### src/rtl/coin_pkg.sv
// Shared constants and types for the coin dispense sequencer.
// Contents:
//   DENOM_*    coin values in cents
//   IDX_*      servo index of each coin tube (also the servo_ctrl bit position)
//   state_t    sequencer state type, with the ST_* state encodings
//   AMT_W_DEF  default width of cents amounts
package coin_pkg;

   localparam int unsigned AMT_W_DEF = 7;

   localparam int unsigned DENOM_Q = 25;
   localparam int unsigned DENOM_D = 10;
   localparam int unsigned DENOM_N = 5;
   localparam int unsigned DENOM_P = 1;

   localparam logic [1:0] IDX_P = 2'd0;
   localparam logic [1:0] IDX_N = 2'd1;
   localparam logic [1:0] IDX_D = 2'd2;
   localparam logic [1:0] IDX_Q = 2'd3;

   typedef logic [2:0] state_t;

   localparam state_t ST_IDLE      = 3'd0;
   localparam state_t ST_SELECT    = 3'd1;
   localparam state_t ST_PUSH_ACK  = 3'd2;
   localparam state_t ST_PUSH_WAIT = 3'd3;
   localparam state_t ST_RET_ACK   = 3'd4;
   localparam state_t ST_RET_WAIT  = 3'd5;
   localparam state_t ST_DONE      = 3'd6;
   localparam state_t ST_FAULT     = 3'd7;

endpackage

### src/rtl/coin_picker.sv
// Greedy coin selection: picks the largest denomination not above the amount.
// Ports:
//   remaining  in   amount still to pay, in cents
//   idx        out  servo index of the chosen coin (IDX_*)
//   denom      out  value of the chosen coin, in cents
// A remaining of 0 returns the penny; the caller never strokes in that case.
module coin_picker
   import coin_pkg::*;
#(
   parameter int unsigned AMT_W = AMT_W_DEF
) (
   input  logic [AMT_W-1:0] remaining,
   output logic [1:0]       idx,
   output logic [AMT_W-1:0] denom
);

   logic [31:0] rem32;
   assign rem32 = 32'(remaining);

   always_comb begin
      idx   = IDX_P;
      denom = AMT_W'(DENOM_P);
      if (rem32 >= DENOM_Q) begin
         idx   = IDX_Q;
         denom = AMT_W'(DENOM_Q);
      end else if (rem32 >= DENOM_D) begin
         idx   = IDX_D;
         denom = AMT_W'(DENOM_D);
      end else if (rem32 >= DENOM_N) begin
         idx   = IDX_N;
         denom = AMT_W'(DENOM_N);
      end
   end

endmodule

### src/rtl/coin_dispense_sequencer.sv
// Pays out a requested amount by stroking one coin-tube servo at a time.
// Each stroke is push (ctrl=1, back_done low then high) followed by return
// (ctrl=0, front_done low then high). A handshake phase lasting
// TIMEOUT_CYCLES cycles parks the block in a sticky fault until clr.
// Ports:
//   clk, clr          clock, synchronous active-high reset
//   req_valid/ready   request handshake, req_cents is the amount
//   servo_ctrl        per-servo command (bit0 penny .. bit3 quarter), 1 = push
//   servo_back_done   per-servo back-settled flags
//   servo_front_done  per-servo front-settled flags
//   busy, done, fault status; done is a one-cycle pulse, fault is sticky
//   dispensed_cents   running total for the current or last request
//   tally             (COIN_TALLY_EN only) saturating 8-bit stroke counters
// Optional: define COIN_TALLY_EN to add the tally port and its counters.
module coin_dispense_sequencer
   import coin_pkg::*;
#(
   parameter int unsigned TIMEOUT_CYCLES = 50_000_000,
   parameter int unsigned AMT_W          = AMT_W_DEF
) (
   input  logic             clk,
   input  logic             clr,
   input  logic             req_valid,
   input  logic [AMT_W-1:0] req_cents,
   output logic             req_ready,
   output logic [3:0]       servo_ctrl,
   input  logic [3:0]       servo_back_done,
   input  logic [3:0]       servo_front_done,
   output logic             busy,
   output logic             done,
   output logic             fault,
`ifdef COIN_TALLY_EN
   output logic [31:0]      tally,
`endif
   output logic [AMT_W-1:0] dispensed_cents
);

   state_t           state_q, state_d;
   logic [1:0]       idx_q, idx_d;
   logic [AMT_W-1:0] remaining_q, remaining_d;
   logic [AMT_W-1:0] dispensed_q, dispensed_d;
   logic [31:0]      timer_q, timer_d;
   logic [3:0]       servo_ctrl_q, servo_ctrl_d;
   logic             req_ready_q, req_ready_d;
   logic             busy_q, busy_d;
   logic             done_q, done_d;
   logic             fault_q, fault_d;
   logic             stroke_done;
   logic             timed_out;

   logic [1:0]       pick_idx;
   logic [AMT_W-1:0] pick_denom;

   // remaining_q is stable from SELECT through RET_WAIT, so pick_denom
   // always matches the coin currently being stroked.
   coin_picker #(
      .AMT_W (AMT_W)
   ) u_picker (
      .remaining (remaining_q),
      .idx       (pick_idx),
      .denom     (pick_denom)
   );

   // Timer holds the number of full cycles already spent in the phase.
   assign timed_out = (timer_q + 32'd1) >= 32'(TIMEOUT_CYCLES);

   always_comb begin
      state_d     = state_q;
      idx_d       = idx_q;
      remaining_d = remaining_q;
      dispensed_d = dispensed_q;
      timer_d     = timer_q;
      stroke_done = 1'b0;
      case (state_q)
         ST_IDLE: begin
            if (req_valid && req_ready_q) begin
               remaining_d = req_cents;
               dispensed_d = '0;
               state_d     = ST_SELECT;
            end
         end
         ST_SELECT: begin
            if (remaining_q == '0) begin
               state_d = ST_DONE;
            end else begin
               idx_d   = pick_idx;
               timer_d = '0;
               state_d = ST_PUSH_ACK;
            end
         end
         ST_PUSH_ACK: begin
            if (timed_out) begin
               state_d = ST_FAULT;
            end else if (!servo_back_done[idx_q]) begin
               timer_d = '0;
               state_d = ST_PUSH_WAIT;
            end else begin
               timer_d = timer_q + 32'd1;
            end
         end
         ST_PUSH_WAIT: begin
            if (timed_out) begin
               state_d = ST_FAULT;
            end else if (servo_back_done[idx_q]) begin
               timer_d = '0;
               state_d = ST_RET_ACK;
            end else begin
               timer_d = timer_q + 32'd1;
            end
         end
         ST_RET_ACK: begin
            if (timed_out) begin
               state_d = ST_FAULT;
            end else if (!servo_front_done[idx_q]) begin
               timer_d = '0;
               state_d = ST_RET_WAIT;
            end else begin
               timer_d = timer_q + 32'd1;
            end
         end
         ST_RET_WAIT: begin
            if (timed_out) begin
               state_d = ST_FAULT;
            end else if (servo_front_done[idx_q]) begin
               remaining_d = remaining_q - pick_denom;
               dispensed_d = dispensed_q + pick_denom;
               stroke_done = 1'b1;
               state_d     = ST_SELECT;
            end else begin
               timer_d = timer_q + 32'd1;
            end
         end
         ST_DONE:  state_d = ST_IDLE;
         ST_FAULT: state_d = ST_FAULT;
         default:  state_d = ST_IDLE;
      endcase
   end

   // Outputs are decoded from the next state so they are registered yet
   // line up with the state they describe.
   always_comb begin
      servo_ctrl_d = '0;
      if ((state_d == ST_PUSH_ACK) || (state_d == ST_PUSH_WAIT)) begin
         servo_ctrl_d = 4'b0001 << idx_d;
      end
      req_ready_d = (state_d == ST_IDLE);
      busy_d      = (state_d == ST_SELECT)    || (state_d == ST_PUSH_ACK) ||
                    (state_d == ST_PUSH_WAIT) || (state_d == ST_RET_ACK)  ||
                    (state_d == ST_RET_WAIT);
      done_d      = (state_d == ST_DONE);
      fault_d     = (state_d == ST_FAULT);
   end

   always_ff @(posedge clk) begin
      if (clr) begin
         state_q      <= ST_IDLE;
         idx_q        <= '0;
         remaining_q  <= '0;
         dispensed_q  <= '0;
         timer_q      <= '0;
         servo_ctrl_q <= '0;
         req_ready_q  <= 1'b1;
         busy_q       <= 1'b0;
         done_q       <= 1'b0;
         fault_q      <= 1'b0;
      end else begin
         state_q      <= state_d;
         idx_q        <= idx_d;
         remaining_q  <= remaining_d;
         dispensed_q  <= dispensed_d;
         timer_q      <= timer_d;
         servo_ctrl_q <= servo_ctrl_d;
         req_ready_q  <= req_ready_d;
         busy_q       <= busy_d;
         done_q       <= done_d;
         fault_q      <= fault_d;
      end
   end

`ifdef COIN_TALLY_EN
   logic [3:0][7:0] tally_q;

   // Counts completed strokes per tube; survives new requests, cleared by clr.
   always_ff @(posedge clk) begin
      if (clr) begin
         tally_q <= '0;
      end else if (stroke_done && (tally_q[idx_q] != 8'hFF)) begin
         tally_q[idx_q] <= tally_q[idx_q] + 8'd1;
      end
   end

   assign tally = tally_q;
`endif

   assign servo_ctrl      = servo_ctrl_q;
   assign req_ready       = req_ready_q;
   assign busy            = busy_q;
   assign done            = done_q;
   assign fault           = fault_q;
   assign dispensed_cents = dispensed_q;

endmodule

### config.mk
export PLATFORM = sky130hd
export DESIGN_NAME = coin_dispense_sequencer
export DESIGN_NICKNAME = d
export VERILOG_FILES = /design/src/rtl/coin_pkg.sv /design/src/rtl/coin_picker.sv /design/src/rtl/coin_dispense_sequencer.sv
export SDC_FILE = /design/constraint.sdc
export NUM_CORES = 1
export LEC_CHECK = 0
export CAP_MARGIN = 20
export CORE_UTILIZATION = 45
export CTS_CLUSTER_SIZE = 28
export DETAILED_ROUTE_END_ITERATION = 7
export PLACE_DENSITY_LB_ADDON = 0.15
export SETUP_SLACK_MARGIN = 0.2
export SLEW_MARGIN = 20
export SYNTH_ARGS = -nofsm -noshare
export SYNTH_HDL_FRONTEND = slang
export SYNTH_HIERARCHICAL = 1
export SYNTH_SLANG_ARGS = --single-unit
### constraint.sdc
create_clock -name clk -period 5.95 [get_ports clk]
set_input_delay 1.19 -clock clk [delete_from_list [all_inputs] [get_ports clk]]
set_output_delay 1.19 -clock clk [all_outputs]
set_load 0.02 [all_outputs]
==> results.ini, run 1 <==
[clock_network]
post_cts_buffers=0
clk_latency_ns=0.34
cts_resized=0
cts_tree=built
postCtsHoldBufs=0
root_buffer=clkbuf_8
clk_pin_slew_worst_paths_ns=0.08
cts_max_level=3
cts_buffers=9
cts.sinks=59
clockBufferDepth=2

[global_route]
grt-ovfl-total=0
grtUsageMet1_pct=28.4
antenna_found_initial=0
grt_pass1_vias=3465
grt_pass1_wl_mm=16.2
top_usage_layer=met2
grt_max_degree=24
met2_usage_pct=39.2
grtUsageMet3_pct=4.47
grtUsageTotal_pct=22.9

[flow_run]
cap_violations=0

[worst_setup_path]
cp_num_cells=11
critPathKind=reg -> reg
crit_slowest_cell=o21bai_2
path_buf_inv=2
cp_data_arrival_time_ns=4.88
critPathTopFamily=simple AND/OR/NAND/NOR gates
endpoint_kind=flop
critPathMaxStageDelay_ns=0.83
crit_required_ns=6.18
r2r_cells=11
cp_cell_sequence=nand3_1, or4_1, or4_1, a21oi_1, o211ai_2, o311ai_2, buf_4, nand2_1, o21bai_2, buf_4, nor2_1
worstPathMaxFanout=23
cp-start-kind=flop

[pwr]
irDropWorstVdd_mv=0.192
leakage_nw=1.64
power_density_nw_per_um2=351
combPwrFrac_pct=40.0
swShare_pct=38.6
p_int_w=0.000971
p_seq_share_pct=30.9
power.switching_w=0.000610
p_clk_share_pct=29.1

[finish]
antenna_cells=0
area_growth_pct=15.4
layout.filler_cells=784
fin_nets=543
drive_gt1_share_pct=7.20

[timing]
worst_pin_slew_ns=0.958
grt_setup_unrepaired=no
slew_headroom_pct=36.1
hold_violations=0
finalWorstSetupSlack_ns=1.29
setup_tns_ns=0
maxSlewViolCount=0
finalSetupViolations=0
clock.fmax_mhz=215
timing.hold.ws_ns=0.506
period_share_pct=78.2
fin_skew_ns=0.0108
fin_crit_ns=4.66

[drt]
vias=3606
ant_nets=0
detail_route.vias_per_cell=5.83
wl_per_cell_um=15.2
drt-total-wl_mm=9.41
drtIter0Drc=111
remaining_drc_errors=0
drt-pass1-iter-count=8

[synth]
avgSynthCellArea_um2=7.94
netlist_instances=492
synth_seq_cells=59
synth_cell_type_count=61
synth_edf_count=0
synthTopCellsByArea=dfxtp_1, xor2_1, a21oi_1
synth_flop_cell=dfxtp_1
synth_top_cell_area_share_pct=30.2
syn_area_um2=3910
ys_seq_area_share_pct=30.2
synth_async_sr_flop_share_pct=0
yosysTopAreaCell=dfxtp_1
yosys_warnings=6

[status]
status=finished, final reports clean

[floorplanning]
die_h_um=95.2
rows=33
coreArea_um2=8300
die_width_um=95.2
start_util_pct=47.1
dieArea_um2=9060
ios=33

[hold_path]
hold_path.class=reg -> reg
hold_depth=2

[placement]
place_hpwl_mm=6.61
io_buffers=32
preCtsSetupSlack_ns=1.33
place_congestion=0.913

## path summary, 6_finish.rpt
kind | from | endpoint | slack, ns
max reg2reg | timer_q[3] | timer_q[17] | 1.29
min reg2reg | dispensed_cents[0] | dispensed_cents[0] | 0.51
min | dispensed_cents[0] | dispensed_cents[0] | 0.51
max | timer_q[3] | timer_q[17] | 1.29
## cells in the final DEF (no fill, tap or decap), drive strengths merged, types with 17 or more instances in the layout
cell type	Yosys	routed
inv	20	20
a21oi	42	42
xnor2	18	18
nand2	30	30
o21ai	19	19
clkdlybuf4s50	0	32
dfxtp	59	59
xor2	25	25
nor2	55	55
nand3	22	22
nand4	17	17
## logic make-up after synthesis
logic type	count (synthesis)	share of synthesized area, %
AND/OR/NAND/NOR	202	27.5
AO/OA/AOI/OAI	111	18.6
flip-flops	59	30.2
buffers and inverters	52	5.73
XOR/XNOR	43	9.64
adder cells (fa/ha/maj)	16	5.51
multiplexers	8	2.72
other	1	0.0959
## Yosys cell counts (3+ instances only)
| master | number |
|---|---|
| a211oi_1 | 3 |
| a21o_1 | 7 |
| a21oi_1 | 42 |
| a311oi_1 | 8 |
| a31oi_1 | 3 |
| and3_1 | 8 |
| buf_2 | 8 |
| buf_4 | 3 |
| clkbuf_1 | 20 |
| dfxtp_1 | 59 |
| ha_1 | 14 |
| inv_1 | 20 |
| mux2i_1 | 5 |
| nand2_1 | 30 |
| nand2b_1 | 4 |
| nand3_1 | 22 |
| nand4_1 | 16 |
| nor2_1 | 55 |
| nor2b_1 | 6 |
| nor3_1 | 16 |
| nor4_1 | 8 |
| o21a_1 | 4 |
| o21ai_0 | 18 |
| o31ai_1 | 7 |
| or3_1 | 6 |
| or4_1 | 13 |
| xnor2_1 | 18 |
| xor2_1 | 25 |
## worst register-to-register path: cells and delay by family, from the launching register on
family / cells / cell delay (ns)
flops: 1 / 0.36
buf+inv: 2 / 0.60
simple gates: 5 / 2.03
compound gates: 4 / 1.55
## registers in the layout, summed over array words and instances, names as in the netlist
name             cells
fault                1
timer_q             32
dispensed_cents      7
req_ready            1
done                 1
idx_q                2
busy                 1
remaining_q          7
servo_ctrl           4
state_q              3
## layout make-up
cell class	count	area, um^2	share of cell area (%)
clock buffers	11	141	3.13
clock inverters	5	100	2.22
inverters	20	75.1	1.66
multi-input cells	382	2520	56.0
flip-flops and latches	59	1180	26.2
well taps	105	131	2.91
repair buffers	37	358	7.93
## power groups by stage
stage	registers [W]	logic, W	clock network [W]
after floorplan	0.000486	0.000490	0
after global placement	0.000497	0.000617	0
after detailed placement	0.000497	0.000625	0
after CTS	0.000489	0.000631	0.000468
after global routing	0.000497	0.000716	0.000481
final	0.000489	0.000632	0.000460
## metal layers
metal,vias up,wire length [um]
li1,1811,-
met1,1684,4220
met2,99,4680
met3,12,374
met4,0,136
met5,-,0
## stage by stage
stage               instance area (um^2)  util [%]  power [W]  std cells
finish                              4510      54.3    0.00158        619
global route                        4510      54.3    0.00169        619
CTS                                 4510      54.3    0.00159        619
detailed placement                  4270      51.4    0.00112        603
global placement                    4270      51.4    0.00111        603
floorplan                           3910         -   0.000977        493
No activity file was read; power rests on OpenSTA's default activity.
==> inputs of run 2 (changes only) <==
clock period = 3.75 ns   (was 5.95 ns; I/O delays follow)
==> results.ini, run 2 (synthesized netlist as in run 1, its figures left out) <==
[finish]
fin_nets=583  ; was 543
max_flop_register=timer_q  ; unchanged
layout_common_cells=nor2_1, dfxtp_1, a21oi_1  ; was dfxtp_1, nor2_1, a21oi_1
largest_register_ffs=32  ; unchanged
drive_gt1_share_pct=21.3  ; was 7.20%
area_growth_pct=30.1  ; was 15.4%
final_common_cell=nor2_1  ; was dfxtp_1
antenna_cells=0  ; unchanged

[drt]
drt-pass1-iter-count=4  ; was 8
wl_per_cell_um=16.0  ; was 15.2 um
drtIter0Drc=131  ; was 111
vias=3888  ; was 3606
remaining_drc_errors=0  ; unchanged
drt-total-wl_mm=10.6  ; was 9.41 mm
detail_route.vias_per_cell=5.90  ; was 5.83
ant_nets=0  ; unchanged

[clock_network]
clk_pin_slew_worst_paths_ns=0.07  ; was 0.08 ns
postCtsHoldBufs=0  ; unchanged
cts_tree=built  ; unchanged
root_buffer=clkbuf_8  ; unchanged
clockBufferDepth=2  ; unchanged
cts_buffers=9  ; unchanged
cts_max_level=3  ; unchanged
cts.sinks=59  ; unchanged
clk_latency_ns=0.35  ; was 0.34 ns

[floorplanning]
coreArea_um2=8300  ; unchanged
ios=33  ; unchanged
die_width_um=95.2  ; unchanged
die_h_um=95.2  ; unchanged
dieArea_um2=9060  ; unchanged
start_util_pct=47.1  ; unchanged
rows=33  ; unchanged

[timing]
slew_headroom_pct=46.3  ; was 36.1%
setup_tns_ns=0  ; unchanged
fin_crit_ns=3.55  ; was 4.66 ns
finalSetupViolations=0  ; unchanged
period_share_pct=94.7  ; was 78.2%
fin_skew_ns=0.0131  ; was 0.0108 ns
grt_setup_unrepaired=yes  ; was no
clock.fmax_mhz=282  ; was 215 MHz
timing.hold.ws_ns=0.517  ; was 0.506 ns
worst_pin_slew_ns=0.803  ; was 0.958 ns
maxSlewViolCount=0  ; unchanged
hold_violations=0  ; unchanged

[global_route]
grtUsageMet1_pct=27.4  ; was 28.4%
grt_max_degree=33  ; was 24
grt_pass1_vias=3660  ; was 3465
grtUsageMet3_pct=5.10  ; was 4.47%
top_usage_layer=met2  ; unchanged
grtUsageTotal_pct=23.8  ; was 22.9%
antenna_found_initial=0  ; unchanged
met2_usage_pct=41.0  ; was 39.2%
grt-ovfl-total=0  ; unchanged
grt_pass1_wl_mm=16.7  ; was 16.2 mm

[pwr]
power_density_nw_per_um2=531  ; was 351 nW/um^2
irDropWorstVdd_mv=0.425  ; was 0.192 mV
leakage_nw=1.92  ; was 1.64 nW

[worst_setup_path]
crit_required_ns=4.03  ; was 6.18 ns
crit_slowest_cell=or4_1  ; was o21bai_2
critPathTopFamily=simple AND/OR/NAND/NOR gates  ; unchanged
crit_top_cell=buf_6
critPathKind=reg -> reg  ; unchanged
critPathMaxStageDelay_ns=0.55  ; was 0.83 ns
worstPathMaxFanout=6  ; was 23
path_buf_inv=3  ; was 2
cp_data_arrival_time_ns=3.83  ; was 4.88 ns
endpoint_kind=flop  ; unchanged
cp-start-kind=flop  ; unchanged
cp_cell_sequence=nand4_4, or4_4, buf_6, buf_6, xnor2_2, a31oi_1, a2111o_1, a211oi_4, buf_6, o41ai_4, or3_4, or4_1, a21oi_2  ; was nand3_1, or4_1, or4_1, a21oi_1, o211ai_2, o311ai_2, buf_4, nand2_1, o21bai_2, buf_4, nor2_1

[hold_path]
hold_path.class=reg -> reg  ; unchanged

[placement]
place_hpwl_mm=6.96  ; was 6.61 mm
place_congestion=0.841  ; was 0.913
io_buffers=32  ; unchanged

[flow_run]
cap_violations=0  ; unchanged

[status]
status=finished, final reports clean  ; unchanged

run 2: repair_timing:
| action | in CTS | in global routing |
|---|---|---|
| gates cloned | 2 | 1 |
| setup endpoints to repair | 19 | 47 |
| pin swaps | 4 | 16 |
| resized for setup | 9 | 51 |
| buffers inserted | 4 | 13 |
run 2: power breakdown:
group	internal, W	switching [W]	total, W
clock	0.000410	0.000259	0.000669
sequential	0.000691	0.0000951	0.000786
combinational	0.000543	0.000705	0.00125
run 2: path summary, 6_finish.rpt:
kind	from	endpoint	slack (ns)	depth (start not counted)
setup reg to reg	timer_q[10]	dispensed_cents[4]	0.20	13
hold reg to reg	timer_q[3]	timer_q[3]	0.52	2
hold / removal	timer_q[3]	timer_q[3]	0.52	2
setup / recovery	timer_q[10]	dispensed_cents[4]	0.20	13
run 2: layout make-up:
cell class	instances	area (um^2)
timing repair buffer	76	688
multi-input combinational	383	2750
tap	105	131
clock buffer	12	155
fill	746	3210
sequential	59	1210
clock inverter	4	72.6
inverter	20	75.1
run 2: tightest hold or removal path, delay by kind of cell (launching register included):
family	cells	cell delay, ns
xor gates and xnor gates	1	0.07
DFF	1	0.35
and+or+nand+nor	1	0.07
run 2: metrics by stage:
step                      std cells  instance area (um^2)  util [%]  setup WS, ns  power, W
after floorplan                 493                  3970         -         0.186   0.00157
after CTS                       645                  4760      57.3         0.211   0.00262
after global placement          623                  4460      53.8         0.216   0.00183
after detailed placement        623                  4460      53.8        0.0605   0.00185
after global routing            659                  5080      61.3         0.107   0.00287
final                           659                  5080      61.3         0.200   0.00270
run 2: layer usage:
layer / vias to the layer above / wire, um / part of all wire (%)
met3: 36 / 505 / 4.8
li1: 1895 / - / -
met1: 1845 / 4410 / 42
met4: 0 / 413 / 3.9
met2: 112 / 5250 / 50
met5: - / 0 / 0
==> inputs of run 3 (changes only) <==
clock period = 2.9 ns   (was 3.75 ns; I/O delays follow)
==> results.ini, run 3 (synthesized netlist as in run 1, its figures left out) <==
[placement]
place_congestion=0.881  ; was 0.841
place_hpwl_mm=7.66  ; was 6.96 mm
io_buffers=32  ; unchanged
placed_area_um2=4980  ; was 4460 um^2

[clock_network]
clk_latency_ns=0.35  ; about the same
clockBufferDepth=2  ; unchanged
root_buffer=clkbuf_8  ; unchanged
cts_tree=built  ; unchanged
clk_pin_slew_worst_paths_ns=0.07  ; about the same
cts_buffers=9  ; unchanged
postCtsHoldBufs=0  ; unchanged
cts_max_level=3  ; unchanged
cts.sinks=59  ; unchanged

[floorplanning]
start_util_pct=47.1  ; unchanged
ios=33  ; unchanged
dieArea_um2=9060  ; unchanged
die_h_um=95.2  ; unchanged
die_width_um=95.2  ; unchanged
coreArea_um2=8300  ; unchanged
rows=33  ; unchanged

[drt]
ant_nets=0  ; unchanged
drt-pass1-iter-count=5  ; was 4
drt-total-wl_mm=11.6  ; was 10.6 mm
remaining_drc_errors=0  ; unchanged
drtIter0Drc=164  ; was 131
vias=4166  ; was 3888
detail_route.vias_per_cell=5.75  ; was 5.90
wl_per_cell_um=16.0  ; about the same

[finish]
multiInputGateArea_um2=2880  ; was 2750 um^2
antenna_cells=0  ; unchanged
final_common_cell=buf_4  ; was nor2_1
max_flop_register=timer_q  ; unchanged
largest_register_ffs=32  ; unchanged
fin_nets=649  ; was 583
layout.filler_cells=661  ; was 746
seqCellArea_um2=1200  ; was 1210 um^2
layout_common_cells=buf_4, nor2_1, dfxtp_1  ; was nor2_1, dfxtp_1, a21oi_1
final_area_um2=5750  ; was 5080 um^2
drive_gt1_share_pct=32.7  ; was 21.3%
area_growth_pct=47.1  ; was 30.1%

[timing]
maxSlewViolCount=0  ; unchanged
grt_setup_unrepaired=yes  ; unchanged
timing.hold.ws_ns=0.520  ; was 0.517 ns
clock.fmax_mhz=292  ; was 282 MHz
period_share_pct=118  ; was 94.7%
finalSetupViolations=56  ; was 0
finalWorstSetupSlack_ns=-0.525  ; was 0.200 ns
fin_crit_ns=3.42  ; was 3.55 ns
fin_skew_ns=0.00753  ; was 0.0131 ns
slew_headroom_pct=56.3  ; was 46.3%
hold_violations=0  ; unchanged
worst_pin_slew_ns=0.650  ; was 0.803 ns

[global_route]
grt_max_degree=23  ; was 33
grt-ovfl-total=0  ; unchanged
antenna_found_initial=0  ; unchanged
grtUsageTotal_pct=25.6  ; was 23.8%
grt_pass1_wl_mm=17.9  ; was 16.7 mm
grt_pass1_vias=3828  ; was 3660

[status]
violations=negative setup slack
status=complete, but fails checks  ; was finished, final reports clean

[pwr]
power_density_nw_per_um2=671  ; was 531 nW/um^2
irDropWorstVdd_mv=0.589  ; was 0.425 mV
power_w=0.00386  ; was 0.00270 W
leakage_nw=2.27  ; was 1.92 nW

[worst_setup_path]
path_buf_inv=4  ; was 3
crit_required_ns=3.13  ; was 4.03 ns
cp_data_arrival_time_ns=3.65  ; was 3.83 ns
cp-start-kind=flop  ; unchanged
critPathMaxStageDelay_ns=0.58  ; was 0.55 ns
endpoint_kind=flop  ; unchanged
critPathTopFamily=simple AND/OR/NAND/NOR gates  ; unchanged
crit_slowest_cell=or4_4  ; was or4_1
cp_cell_sequence=buf_4, nand2_1, or4_4, nor3b_2, a31oi_1, a2111o_1, a211oi_4, o41ai_4, or3_4, buf_4, buf_6, buf_6, o31ai_4, a21oi_1  ; was nand4_4, or4_4, buf_6, buf_6, xnor2_2, a31oi_1, a2111o_1, a211oi_4, buf_6, o41ai_4, or3_4, or4_1, a21oi_2
critPathKind=reg -> reg  ; unchanged
worstPathMaxFanout=6  ; unchanged

[hold_path]
hold_path.class=reg -> reg  ; unchanged

[flow_run]
cap_violations=0  ; unchanged

-- run 3: cell types whose count changed in the layout (fill, tap and decap cells not counted), sizes merged --
| cell | delta |
|---|---|
| buf | +64 |
| or3 | -1 |
| clkinvlp | +2 |
| bufinv | -2 |
| or4 | +1 |
| clkinv | +2 |
-- run 3: layer usage --
layer | GRT usage [%] | vias to the layer above | wire, um | share of wire (%)
met4 | 8.33 | 0 | 214 | 1.8
li1 | - | 2028 | - | -
met1 | 29.5 | 1977 | 4730 | 41
met2 | 45.5 | 140 | 6040 | 52
met3 | 6.70 | 21 | 588 | 5.1
met5 | 0 | - | 0 | 0
-- run 3: stage by stage --
stage / worst slack, ns / TNS [ns] / instances / util (%)
5_1_grt: -0.625 / -26.59 / 725 / 69.3
6_report: -0.525 / -19.53 / 725 / 69.3
2_1_floorplan: -0.538 / -20.37 / 493 / -
3_3_place_gp: -0.445 / -16.38 / 685 / 60.0
3_5_place_dp: -0.625 / -21.74 / 685 / 60.0
4_1_cts: -0.480 / -14.99 / 715 / 65.4
-- run 3: layout make-up --
cell class                 instances  area share (%)
clock inverter                     6           0.718
sequential                        59            20.9
multi-input combinational        383            50.2
timing repair buffer             142            22.3
inverter                          20            1.31
tap                              105            2.29
clock buffer                      10            2.39
-- run 3: where the power goes --
part           switching (W)  leakage, nW  internal, W  total, W
Combinational        0.00109         1.70      0.00108   0.00217
Sequential          0.000117        0.484     0.000896   0.00101
Clock               0.000348       0.0843     0.000331  0.000678
-- run 3: worst min-delay path: stages (launching register included) --
cell	delay [ns]
dfxtp_1	0.34
o21ai_0	0.08
a21oi_1	0.06
-- run 3: path summary, 6_finish.rpt --
| kind | end | slack, ns | cells past startpoint | startpoint |
|---|---|---|---|---|
| worst min-delay path | dispensed_cents[4] | 0.52 | 2 | dispensed_cents[4] |
| worst max register to register | dispensed_cents[6] | -0.52 | 14 | timer_q[6] |
| worst max-delay path | dispensed_cents[6] | -0.52 | 14 | timer_q[6] |
| worst min register to register | dispensed_cents[4] | 0.52 | 2 | dispensed_cents[4] |
-- run 3: what timing repair did --
action | in CTS | in global routing
pin swaps | 15 | 24
setup buffers | 11 | 7
endpoints found under the setup margin | 57 | 57
resized for setup | 33 | 58
cloned | 3 | 3
